**config.mk**
```make
export PLATFORM = sky130hd
export DESIGN_NAME = tag_grant_fsm_flat
export DESIGN_NICKNAME = d
export VERILOG_FILES = /design/src/rtl/tag_grant_fsm_if.sv /design/src/rtl/tag_grant_fsm.sv /design/src/flat_wrapper.sv
export SDC_FILE = /design/constraint.sdc
export NUM_CORES = 1
export LEC_CHECK = 0
export BUFFER_PORTS_ARGS = -buffer_cell sky130_fd_sc_hd__buf_2
export CAP_MARGIN = 20
export CORE_MARGIN = 5
export CORE_UTILIZATION = 47
export DETAILED_ROUTE_END_ITERATION = 10
export GPL_TIMING_DRIVEN = 0
export PLACE_DENSITY = 0.76
export SKIP_CTS_REPAIR_TIMING = 1
export SLEW_MARGIN = 20
export SYNTH_ARGS = -nofsm -noshare
export SYNTH_HDL_FRONTEND = slang
export SYNTH_SLANG_ARGS = --single-unit
```
**constraint.sdc**
```tcl
create_clock -name clk -period 3.63 [get_ports clk]
set_input_delay 0.1815 -clock clk [delete_from_list [all_inputs] [get_ports clk]]
set_output_delay 0.1815 -clock clk [all_outputs]
set_load 0.005 [all_outputs]
```
**src/rtl/tag_grant_fsm_if.sv**
```systemverilog
// tag_grant_fsm_if
//  Bundles the tag-tree root handshake, the transaction source pulses and the
//  grant outputs of tag_grant_fsm.
//  slave  : the grant FSM (consumes tree_tag/tree_rdy/txn_*, drives ack and grant)
//  master : the surroundings (tag tree root + transaction source)
//  tree_tag/tree_rdy/tree_ack : tag tree root handshake
//  txn_start/txn_done         : 1-cycle pulses from the transaction source
//  sel_valid/sel_tag/sel_onehot/busy/txn_cnt : held grant and status
interface tag_grant_fsm_if #(
   parameter int N      = 4,
   parameter int TAG_SZ = (N > 1) ? $clog2(N) : 1,
   parameter int CNT_W  = 16
);
   logic [TAG_SZ-1:0] tree_tag;
   logic              tree_rdy;
   logic              tree_ack;
   logic              txn_start;
   logic              txn_done;
   logic              sel_valid;
   logic [TAG_SZ-1:0] sel_tag;
   logic [N-1:0]      sel_onehot;
   logic              busy;
   logic [CNT_W-1:0]  txn_cnt;

   modport slave (
      input  tree_tag, tree_rdy, txn_start, txn_done,
      output tree_ack, sel_valid, sel_tag, sel_onehot, busy, txn_cnt
   );

   modport master (
      output tree_tag, tree_rdy, txn_start, txn_done,
      input  tree_ack, sel_valid, sel_tag, sel_onehot, busy, txn_cnt
   );
endinterface

```
**src/rtl/tag_grant_fsm.sv**
```systemverilog
// tag_grant_fsm
//  Turns the winning tag at the tag-tree root into a grant held for exactly one
//  transaction. The tag is latched on the tree handshake, a one-hot select is
//  driven toward the N cores until the transaction source reports done, then
//  the block re-arms for the next tag.
//  clk  : clock
//  rst  : asynchronous reset, active-high
//  bus  : tag_grant_fsm_if.slave
//         tree_tag/tree_rdy in, tree_ack out (combinational)
//         txn_start/txn_done in (pulses)
//         sel_valid/sel_tag/sel_onehot/busy/txn_cnt out (registered)
module tag_grant_fsm #(
   parameter int N      = 4,
   parameter int TAG_SZ = (N > 1) ? $clog2(N) : 1,
   parameter int CNT_W  = 16
) (
   input  logic           clk,
   input  logic           rst,
   tag_grant_fsm_if.slave bus
);

   typedef enum logic [1:0] {
      IDLE = 2'd0,
      HELD = 2'd1,
      BUSY = 2'd2
   } state_t;

   state_t            state;
   logic              sel_valid;
   logic [TAG_SZ-1:0] sel_tag;
   logic [N-1:0]      sel_onehot;
   logic              busy;
   logic [CNT_W-1:0]  txn_cnt;
   logic              ack;

   // Tags outside 0..N-1 decode to all-zero so no core is selected. With a
   // single core the select simply follows the grant.
   function automatic logic [N-1:0] decode(input logic [TAG_SZ-1:0] t);
      logic [N-1:0] oh;
      oh = '0;
      if (N == 1) begin
         oh = '1;
      end else begin
         for (int i = 0; i < N; i++) begin
            if (TAG_SZ'(i) == t) oh[i] = 1'b1;
         end
      end
      return oh;
   endfunction

   // Accept only while idle; gated by rst so nothing is consumed during reset.
   assign ack = (state == IDLE) & bus.tree_rdy & ~rst;

   always_ff @(posedge clk or posedge rst) begin
      if (rst) begin
         state      <= IDLE;
         sel_valid  <= 1'b0;
         sel_tag    <= '0;
         sel_onehot <= '0;
         busy       <= 1'b0;
         txn_cnt    <= '0;
      end else begin
         case (state)
            IDLE: begin
               if (ack) begin
                  sel_tag    <= bus.tree_tag;
                  sel_onehot <= decode(bus.tree_tag);
                  sel_valid  <= 1'b1;
                  state      <= HELD;
               end
            end
            HELD: begin
               // A lone txn_done here is stray and ignored.
               if (bus.txn_start) begin
                  if (bus.txn_done) begin
                     state      <= IDLE;
                     sel_valid  <= 1'b0;
                     sel_onehot <= '0;
                     txn_cnt    <= txn_cnt + 1'b1;
                  end else begin
                     state <= BUSY;
                     busy  <= 1'b1;
                  end
               end
            end
            BUSY: begin
               // txn_start while busy is ignored: no nesting.
               if (bus.txn_done) begin
                  state      <= IDLE;
                  busy       <= 1'b0;
                  sel_valid  <= 1'b0;
                  sel_onehot <= '0;
                  txn_cnt    <= txn_cnt + 1'b1;
               end
            end
            default: begin
               state      <= IDLE;
               busy       <= 1'b0;
               sel_valid  <= 1'b0;
               sel_onehot <= '0;
            end
         endcase
      end
   end

   // sel_tag is left holding the last grant after release.
   assign bus.tree_ack   = ack;
   assign bus.sel_valid  = sel_valid;
   assign bus.sel_tag    = sel_tag;
   assign bus.sel_onehot = sel_onehot;
   assign bus.busy       = busy;
   assign bus.txn_cnt    = txn_cnt;

endmodule
```
**src/flat_wrapper.sv**
```systemverilog
// flat-port wrapper written by rule: the top's interface ports become plain ports
module tag_grant_fsm_flat 
#(
   parameter int N      = 4,
   parameter int TAG_SZ = (N > 1) ? $clog2(N) : 1,
   parameter int CNT_W  = 16
)
  (clk, rst, bus_tree_tag, bus_tree_rdy, bus_txn_start, bus_txn_done, bus_tree_ack, bus_sel_valid, bus_sel_tag, bus_sel_onehot, bus_busy, bus_txn_cnt);
  tag_grant_fsm_if #(.N(N), .TAG_SZ(TAG_SZ), .CNT_W(CNT_W)) bus_i ();
  input  logic clk;
  input  logic rst;
  input wire logic [$bits(bus_i.tree_tag)-1:0] bus_tree_tag;
  input wire logic [$bits(bus_i.tree_rdy)-1:0] bus_tree_rdy;
  input wire logic [$bits(bus_i.txn_start)-1:0] bus_txn_start;
  input wire logic [$bits(bus_i.txn_done)-1:0] bus_txn_done;
  output wire logic [$bits(bus_i.tree_ack)-1:0] bus_tree_ack;
  output wire logic [$bits(bus_i.sel_valid)-1:0] bus_sel_valid;
  output wire logic [$bits(bus_i.sel_tag)-1:0] bus_sel_tag;
  output wire logic [$bits(bus_i.sel_onehot)-1:0] bus_sel_onehot;
  output wire logic [$bits(bus_i.busy)-1:0] bus_busy;
  output wire logic [$bits(bus_i.txn_cnt)-1:0] bus_txn_cnt;
  assign bus_i.tree_tag = bus_tree_tag;
  assign bus_i.tree_rdy = bus_tree_rdy;
  assign bus_i.txn_start = bus_txn_start;
  assign bus_i.txn_done = bus_txn_done;
  assign bus_tree_ack = bus_i.tree_ack;
  assign bus_sel_valid = bus_i.sel_valid;
  assign bus_sel_tag = bus_i.sel_tag;
  assign bus_sel_onehot = bus_i.sel_onehot;
  assign bus_busy = bus_i.busy;
  assign bus_txn_cnt = bus_i.txn_cnt;
  tag_grant_fsm #(.N(N), .TAG_SZ(TAG_SZ), .CNT_W(CNT_W)) u_core (.clk(clk), .rst(rst), .bus(bus_i));
endmodule
```
==> flow_summary.json, run 1 <==
{
  "synth_nets": 120,
  "cts_buffer_depth": 2,
  "worstPathArrival_ns": 1.95,
  "period_share_pct": 47.8,
  "whs_path_depth": 2,
  "setup_violations": 0,
  "clockPowerShare_pct": 12.6,
  "grt_pass1_vias": 948,
  "ys_async_sr_fraction_pct": 100,
  "tns_ns": 0,
  "yosysTopAreaCellShare_pct": 52.6,
  "synth-seq-cells": 26,
  "powerDensity_nw_per_um2": 646,
  "drc_errors": 0,
  "firstDrtPassIters": 4,
  "critPathLaunchType": "register",
  "die_w_um": 61.3,
  "core_um2": 2500,
  "p_leak_uw": 0.000747,
  "p_switching_uw": 342,
  "cts_htree_levels": 1,
  "worstSetupEndpointType": "register",
  "start_util_pct": 49.5,
  "maxSlewViolCount": 0,
  "cts_made_buffers": 3,
  "max_cap_violations": 0,
  "worstPathRequired_ns": 3.84,
  "rr_startpoint": "u_core.state[0]",
  "ys_types": 23,
  "dieHeight_um": 61.3,
  "cp_top_family": "flip-flops",
  "r2r_setup_slack_ns": 1.90,
  "ys_top_cells_by_area": "dfrtp_1 53%, xnor2_1 9.9%, mux2_2 8.2%",
  "yosys.area.top_type": "dfrtp_1",
  "antenna_cells": 0,
  "cts_tree": "built",
  "fmax_mhz": 576,
  "vias": 898,
  "synth_enable_flop_cells": 0,
  "vdd_ir_drop_max_v": 0.000449,
  "finalCriticalPeriod_ns": 1.73,
  "relSlewSlack_pct": 37.4,
  "place_hpwl_mm": 1.84,
  "critPathMaxStageDelay_ns": 0.39,
  "path_class": "reg -> reg",
  "antenna_found_initial": 0,
  "overflow": 0,
  "holdCritPathClass": "in -> reg",
  "ant_nets": 0,
  "dieArea_um2": 3760,
  "status": "finished clean",
  "worst-path-buf-inv": 2,
  "synth_commonest_cells": "26 x dfrtp_1, 14 x xnor2_1, 10 x nand2_1, 10 x nand4_1, 9 x mux2_2",
  "layout.nets": 157,
  "syn_area_um2": 1240,
  "yosysMostFrequentCell": "dfrtp_1",
  "area_growth_pct": 18.2,
  "yosysSeqAreaShare_pct": 52.6,
  "crit_chain": "inv_1 > ha_1 > inv_1 > o21ai_2 > a21oi_2 > mux2_2",
  "pin_count": 32,
  "drive_above_1_share_pct": 32.9,
  "grt_max_degree": 27,
  "clk-insertion-delay-late_ns": 0.31,
  "cts-root-buf": "clkbuf_4",
  "clock_skew_ns": 0.00390,
  "whs_endpoint": "u_core.bus.sel_tag[0]",
  "final_hold_viol_count": 0,
  "place.gp.congestion": 0.741,
  "cts.sinks": 26,
  "crit_path_start": "u_core.state[0]",
  "syn_area_per_cell_um2": 11.5,
  "vias_per_cell": 5.19,
  "portBuffers": 31,
  "worst_r2r_path_depth": 6,
  "swShare_pct": 36.1,
  "ys_warn_count": 0,
  "drt_iter0_drc": 13,
  "synthFlopType": "dfrtp_1",
  "grt_pass1_wl_mm": 4.17,
  "cp_max_fo": 6,
  "r2r-end": "u_core.bus.sel_onehot[1]",
  "rows": 18,
  "worst_pin_slew_ns": 0.934,
  "seq_power_share_pct": 46.8,
  "drt-wirelength-per-cell_um": 14.0,
  "hold_start": "bus_tree_tag[0]",
  "synthCells": 108,
  "grt.total_usage_pct": 14.9,
  "utilization_pct": 58.5,
  "pwr-share-comb_pct": 40.5,
  "crit_path_frequent_cell": "inv_1",
  "p_int_uw": 604,
  "drt-total-wl_mm": 2.42,
  "worst_path_max_delay_cell": "dfrtp_1",
  "rsz0062_at_grt": "false",
  "clk_pin_slew_ns": 0.13
}
## kinds of logic (layout without fill, tap and decap cells)
family          count (synthesis)  after routing  synth area share (%)
buf+inv                         7             42                  2.43
xor+xnor                       15             15                  10.6
flops                          26             26                  52.6
mux                             9              9                  8.19
simple gates                   41             41                  18.4
fa+ha+maj                       5              5                  5.06
compound gates                  5              5                  2.73
## flip-flops by register name (all words and copies together) (netlist names)
signal and count:
u_core.bus.busy 1, u_core.bus.sel_onehot 4, u_core.bus.sel_tag 2, u_core.bus.sel_valid 1, u_core.bus.txn_cnt 16, u_core.state 2
## layout by cell type (no fill, tap or decap), types with 3 or more instances in the layout
master    synthesis  routed
nor2_1            4       4
and3_1            6       6
clkbuf_4          0       3
mux2_2            9       9
ha_1              5       5
nor2b_1           3       3
dfrtp_1          26      26
buf_2             0      31
nand4_1          10      10
nand2_1          10      10
xnor2_1          14      14
inv_1             6       5
## per-stage QoR
step	cell area (µm²)	cells	setup slack, ns	hold WS, ns	total power [µW]
2_1_floorplan	1240	108	2.10	0.222	693
5_1_grt	1460	173	1.77	0.128	1030
3_5_place_dp	1430	169	1.91	0.467	836
4_1_cts	1450	172	1.89	0.118	957
3_3_place_gp	1430	169	1.94	0.449	814
6_report	1460	173	1.90	0.148	945
## metal layers
layer  global-route usage, %  wire, µm
met5                       0         0
met3                    2.73        95
met2                    25.7      1270
met1                    18.3      1030
met4                    6.50        19
## final cells by class
type | instances | area [µm²]
Multi-Input combinational cell | 75 | 557
Sequential cell | 26 | 651
Inverter | 6 | 22.5
Buffer | 1 | 7.51
Timing Repair Buffer | 32 | 165
Clock buffer | 3 | 22.5
Fill cell | 224 | 1040
Tap cell | 30 | 37.5
## power groups by stage
| stage | logic, µW | clock network [µW] | registers [µW] |
|---|---|---|---|
| 6_report | 383 | 120 | 443 |
| 5_1_grt | 432 | 139 | 457 |
| 4_1_cts | 391 | 122 | 444 |
| 3_5_place_dp | 387 | 0 | 449 |
| 3_3_place_gp | 373 | 0 | 440 |
| 2_1_floorplan | 251 | 0 | 442 |
## worst register-to-register path, cell delays in order (launching register included)
cell	delay, ns
dfrtp_1	0.39
inv_1	0.08
ha_1	0.27
inv_1	0.16
o21ai_2	0.11
a21oi_2	0.25
mux2_2	0.38
## how the worst max path moves through the flow
| stage | to | cells after the start |
|---|---|---|
| 3_3_place_gp | u_core.bus.sel_onehot[1] | 6 |
| 2_1_floorplan | u_core.bus.txn_cnt[1] | 5 |
| 5_1_grt | u_core.bus.sel_onehot[0] | 6 |
| 4_1_cts | u_core.bus.sel_onehot[1] | 6 |
| 6_report | u_core.bus.sel_onehot[1] | 6 |
| 3_5_place_dp | u_core.bus.sel_onehot[2] | 6 |
No activity file was read; power rests on OpenSTA's default activity.
==> inputs of run 2 (changes only) <==
clock period = 1.65 ns   (was 3.63 ns; I/O delays follow)
==> run 2 against run 1 <==
The run now ends with setup timing left. Clock power is 120% higher. Critical path depth is 1 lower. Worst setup slack worse by 1.9 ns. Sequential power is 120% higher. Global-route usage stayed put. Total power is 150% higher. Clock skew is 0.00096 ns lower. Critical endpoint is now u_core.bus.txn_cnt[1]. Largest power group is now combinational cells.
==> flow_summary.json, run 2 (same netlist as run 1, synthesis figures left out) <==
{
  "rr_startpoint": "u_core.state[1]",
  "r2r_setup_slack_ns": -0.008,
  "fillCellCount": 208,
  "hold_start": "bus_tree_tag[0]",
  "drc_errors": 0,
  "p_total_uw": 2350,
  "worstSetupEndpointType": "register",
  "layout.area.seq_um2": 651,
  "area_growth_pct": 27.6,
  "seq_power_share_pct": 41.6,
  "clockPowerShare_pct": 11.3,
  "worstPathArrival_ns": 1.88,
  "violations": "setup timing",
  "met3_length_um": 107,
  "firstDrtPassIters": 4,
  "core_um2": 2500,
  "cts_htree_levels": 1,
  "pin_count": 32,
  "clk-insertion-delay-late_ns": 0.31,
  "clock_skew_ns": 0.00294,
  "grt_max_degree": 27,
  "worst_pin_slew_ns": 0.944,
  "routed.top_layer": "met4",
  "portBuffers": 31,
  "grt_pass1_wl_mm": 4.17,
  "rsz0062_at_grt": "true",
  "drt-wirelength-per-cell_um": 14.9,
  "whs_path_depth": 2,
  "dieHeight_um": 61.3,
  "place_hpwl_mm": 1.84,
  "status": "complete, but fails checks",
  "final_common_cell": "buf_2",
  "final_hold_viol_count": 0,
  "rows": 18,
  "utilization_pct": 63.2,
  "powerDensity_nw_per_um2": 1490,
  "p_int_uw": 1490,
  "cts_buffer_depth": 2,
  "setup_violations": 1,
  "cts-root-buf": "clkbuf_4",
  "largest_register": "u_core.bus.txn_cnt",
  "place.gp.congestion": 0.741,
  "vias": 937,
  "largest_reg_flops": 16,
  "maxSlewViolCount": 0,
  "multi_input_area_um2": 608,
  "final_cell_mix": "31 x buf_2, 26 x dfrtp_1, 14 x xnor2_1",
  "swShare_pct": 36.5,
  "ant_nets": 0,
  "cts.sinks": 26,
  "holdCritPathClass": "in -> reg",
  "max_cap_violations": 0,
  "pwr-share-comb_pct": 47.1,
  "cts_tree": "built",
  "worstPathRequired_ns": 1.87,
  "grt.total_usage_pct": 14.9,
  "postLayoutSetupSlackWorst_ns": -0.00832,
  "period_share_pct": 101,
  "cp_max_fo": 5,
  "drt_iter0_drc": 8,
  "vdd_ir_drop_max_v": 0.00107,
  "antenna_found_initial": 0,
  "fmax_mhz": 603,
  "worst_r2r_path_depth": 5,
  "antenna_cells": 0,
  "finalCriticalPeriod_ns": 1.66,
  "wl_met2_mm": 1.41,
  "drive_above_1_share_pct": 40.7,
  "relSlewSlack_pct": 36.7,
  "placed_cell_area_um2": 1430,
  "start_util_pct": 49.5,
  "drt-total-wl_mm": 2.68,
  "vias_per_cell": 5.21,
  "finalInstanceArea_um2": 1580,
  "cts_made_buffers": 3,
  "layout.nets": 164,
  "critPathLaunchType": "register",
  "p_leak_uw": 0.000805,
  "top_regs": "u_core.bus.txn_cnt (16), u_core.bus.sel_onehot (4)",
  "p_switching_uw": 856,
  "path_class": "reg -> reg",
  "whs_endpoint": "u_core.bus.sel_tag[0]",
  "tns_ns": -0.00832,
  "r2r-end": "u_core.bus.txn_cnt[1]",
  "overflow": 0,
  "die_w_um": 61.3,
  "clk_pin_slew_ns": 0.13,
  "dieArea_um2": 3760,
  "wl_met1_mm": 1.14,
  "grt_pass1_vias": 948
}
-- run 2: area by class of cell --
type,count,share of cell area (%)
repair buffers,39,14.6
plain buffers,1,0.475
well taps,30,2.38
clock buffers,3,1.43
flip-flops and latches,26,41.2
inverters,6,1.43
multi-input cells,75,38.5
-- run 2: power groups by stage --
| stage | Sequential, µW | Clock [µW] | Combinational, µW |
|---|---|---|---|
| after global placement | 969 | 0 | 821 |
| after floorplan | 973 | 0 | 552 |
| after global routing | 1010 | 305 | 1220 |
| final | 978 | 266 | 1110 |
| after detailed placement | 987 | 0 | 852 |
| after CTS | 976 | 269 | 861 |
-- run 2: routing by layer --
layer	track usage [%]	vias to the layer above
met1	18.3	455
met2	25.7	22
met5	0	-
met3	2.73	2
met4	6.50	0
li1	-	458
-- run 2: critical path, stage by stage (launching register included) --
cell	delay [ns]
dfrtp_1	0.41
inv_2	0.09
ha_4	0.29
nand2_4	0.05
nor2b_1	0.35
mux2_2	0.39
-- run 2: how the worst max path moves through the flow --
stage                     from                  endpoint  slack (ns)  depth (start not counted)
2_1_floorplan  u_core.state[0]     u_core.bus.txn_cnt[1]        0.12                          5
3_3_place_gp   u_core.state[0]  u_core.bus.sel_onehot[1]       -0.04                          6
3_5_place_dp   u_core.state[0]  u_core.bus.sel_onehot[2]       -0.07                          6
4_1_cts        u_core.state[0]  u_core.bus.sel_onehot[1]       -0.09                          6
5_1_grt        u_core.state[1]     u_core.bus.txn_cnt[6]       -0.11                          8
6_report       u_core.state[1]     u_core.bus.txn_cnt[1]      -0.008                          5
-- run 2: per-stage QoR --
| step | instances | hold slack, ns | setup WS [ns] |
|---|---|---|---|
| after floorplan | 108 | 0.123 | 0.120 |
| after global placement | 169 | 0.350 | -0.0354 |
| after detailed placement | 169 | 0.373 | -0.0743 |
| after CTS | 172 | 0.0192 | -0.0933 |
| after global routing | 180 | 0.0369 | -0.113 |
| final | 180 | 0.0530 | -0.00832 |
==> inputs of run 3 (changes only) <==
CELL_PAD_IN_SITES_DETAIL_PLACEMENT = 0   (was unset)
CELL_PAD_IN_SITES_GLOBAL_PLACEMENT = 1   (was unset)
CORE_UTILIZATION = 40   (was 47)
GPL_ROUTABILITY_DRIVEN = 0   (was unset)
PLACE_DENSITY = 0.82   (was 0.76)
==> run 3 against run 2 <==
The flow now finishes without violations. Clock power is 18% higher. Die area is 15% higher. Register-to-register slack better by 0.08 ns. Total power is 0.32% lower. Combinational power is 5% lower. Critical path depth is 1 higher. Worst setup slack better by 0.084 ns. Routed wire length is 8.8% lower. Critical path type unchanged. Critical endpoint is now u_core.bus.sel_onehot[1]. Highest routed layer unchanged.
==> flow_summary.json, run 3 (same netlist as run 1, synthesis figures left out) <==
{
  "dieArea_um2": 4310,
  "drt_iter0_drc": 32,
  "max_cap_violations": 0,
  "largest_reg_flops": 16,
  "firstDrtPassIters": 4,
  "pin_count": 32,
  "top_regs": "u_core.bus.txn_cnt (16), u_core.bus.sel_onehot (4)",
  "status": "finished clean",
  "seq_power_share_pct": 41.4,
  "cts_htree_levels": 1,
  "antenna_cells": 0,
  "cts_buffer_depth": 2,
  "hold_ws_ns": 0.0534,
  "dieHeight_um": 65.6,
  "final_cell_mix": "31 x buf_2, 26 x dfrtp_1, 14 x xnor2_1",
  "fmax_mhz": 635,
  "pwr-share-comb_pct": 45.3,
  "antenna_found_initial": 0,
  "rsz0062_at_grt": "true",
  "finalCriticalPeriod_ns": 1.57,
  "die_w_um": 65.6,
  "relSlewSlack_pct": 70.8,
  "grt_pass1_wl_mm": 4.01,
  "swShare_pct": 35.1,
  "final_hold_viol_count": 0,
  "vias": 930,
  "ant_nets": 0,
  "worstPathArrival_ns": 1.79,
  "p_leak_uw": 0.000803,
  "portBuffers": 31,
  "drive_above_1_share_pct": 40.3,
  "clk_pin_slew_ns": 0.13,
  "drt-total-wl_mm": 2.44,
  "cts.sinks": 26,
  "worstPathRequired_ns": 1.86,
  "cp_max_fo": 6,
  "place_ws_ns": -0.0859,
  "layout.area.seq_um2": 651,
  "grt.total_usage_pct": 11.9,
  "postLayoutSetupSlackWorst_ns": 0.0761,
  "clock_skew_ns": 0.00156,
  "p_switching_uw": 821,
  "grt_max_degree": 27,
  "powerDensity_nw_per_um2": 1470,
  "grt_pass1_vias": 919,
  "worst_pin_slew_ns": 0.436,
  "p_int_uw": 1520,
  "maxSlewViolCount": 0,
  "overflow": 0,
  "multi_input_area_um2": 603,
  "vias_per_cell": 5.11,
  "vdd_ir_drop_max_v": 0.000900,
  "rows": 20,
  "path_class": "reg -> reg",
  "fillCellCount": 273,
  "cts-root-buf": "clkbuf_4",
  "cts_tree": "built",
  "area_growth_pct": 28.3,
  "drt-wirelength-per-cell_um": 13.4,
  "critPathLaunchType": "register",
  "core_um2": 3000,
  "p_total_uw": 2340,
  "holdCritPathClass": "in -> reg",
  "start_util_pct": 41.2,
  "clockPowerShare_pct": 13.4,
  "clk-insertion-delay-late_ns": 0.31,
  "setup_violations": 0,
  "final_common_cell": "buf_2",
  "period_share_pct": 95.4,
  "layout.nets": 162,
  "largest_register": "u_core.bus.txn_cnt",
  "drc_errors": 0,
  "worstSetupEndpointType": "register",
  "cts_made_buffers": 3,
  "place_hpwl_mm": 1.78
}
run 3: final cells by class:
type	count	share of cell area, %
timing repair buffer	37	14.0
clock buffer	4	2.29
tap	33	2.60
buffer	1	0.709
sequential	26	41.0
inverter	6	1.42
multi-input combinational	75	38.0
run 3: metal layers:
layer	track usage, %	vias up	share of wire (%)
met4	4.66	0	0.62
li1	-	460	-
met3	3.25	2	3.9
met1	14.6	457	44
met2	19.6	11	52
met5	0	-	0
run 3: final timing paths:
kind                                        startpoint                       end  cells after the start  slack (ns)
min in group asynchronous                          rst           u_core.bus.busy                      3        0.26
worst max-delay path                   u_core.state[0]  u_core.bus.sel_onehot[1]                      6        0.08
max in group asynchronous                          rst    u_core.bus.txn_cnt[13]                      4        1.01
worst min register to register  u_core.bus.txn_cnt[15]    u_core.bus.txn_cnt[15]                      1        0.48
worst min-delay path                   bus_tree_tag[0]     u_core.bus.sel_tag[0]                      2        0.05
worst max register to register         u_core.state[0]  u_core.bus.sel_onehot[1]                      6        0.08
run 3: power by group through the flow:
stage | sequential (µW) | clock, µW | combinational [µW]
floorplan | 973 | 0 | 552
global placement | 969 | 0 | 827
detailed placement | 982 | 0 | 848
CTS | 968 | 334 | 851
global route | 1000 | 357 | 1180
finish | 968 | 313 | 1060
run 3: stage by stage:
step / area (µm²) / utilization, % / cells / setup TNS, ns
CTS: 1470 / 49.0 / 176 / -0.618
finish: 1590 / 52.9 / 182 / 0
global route: 1590 / 52.9 / 182 / -0.337
floorplan: 1240 / - / 108 / 0
detailed placement: 1430 / 47.8 / 172 / -0.430
global placement: 1430 / 47.8 / 172 / -0.193
run 3: critical path: stages (launching register included):
cell and delay, ns:
dfrtp_1 0.41, inv_2 0.08, ha_4 0.18, inv_1 0.13
o21ai_2 0.12, a21oi_4 0.20, mux2_2 0.36
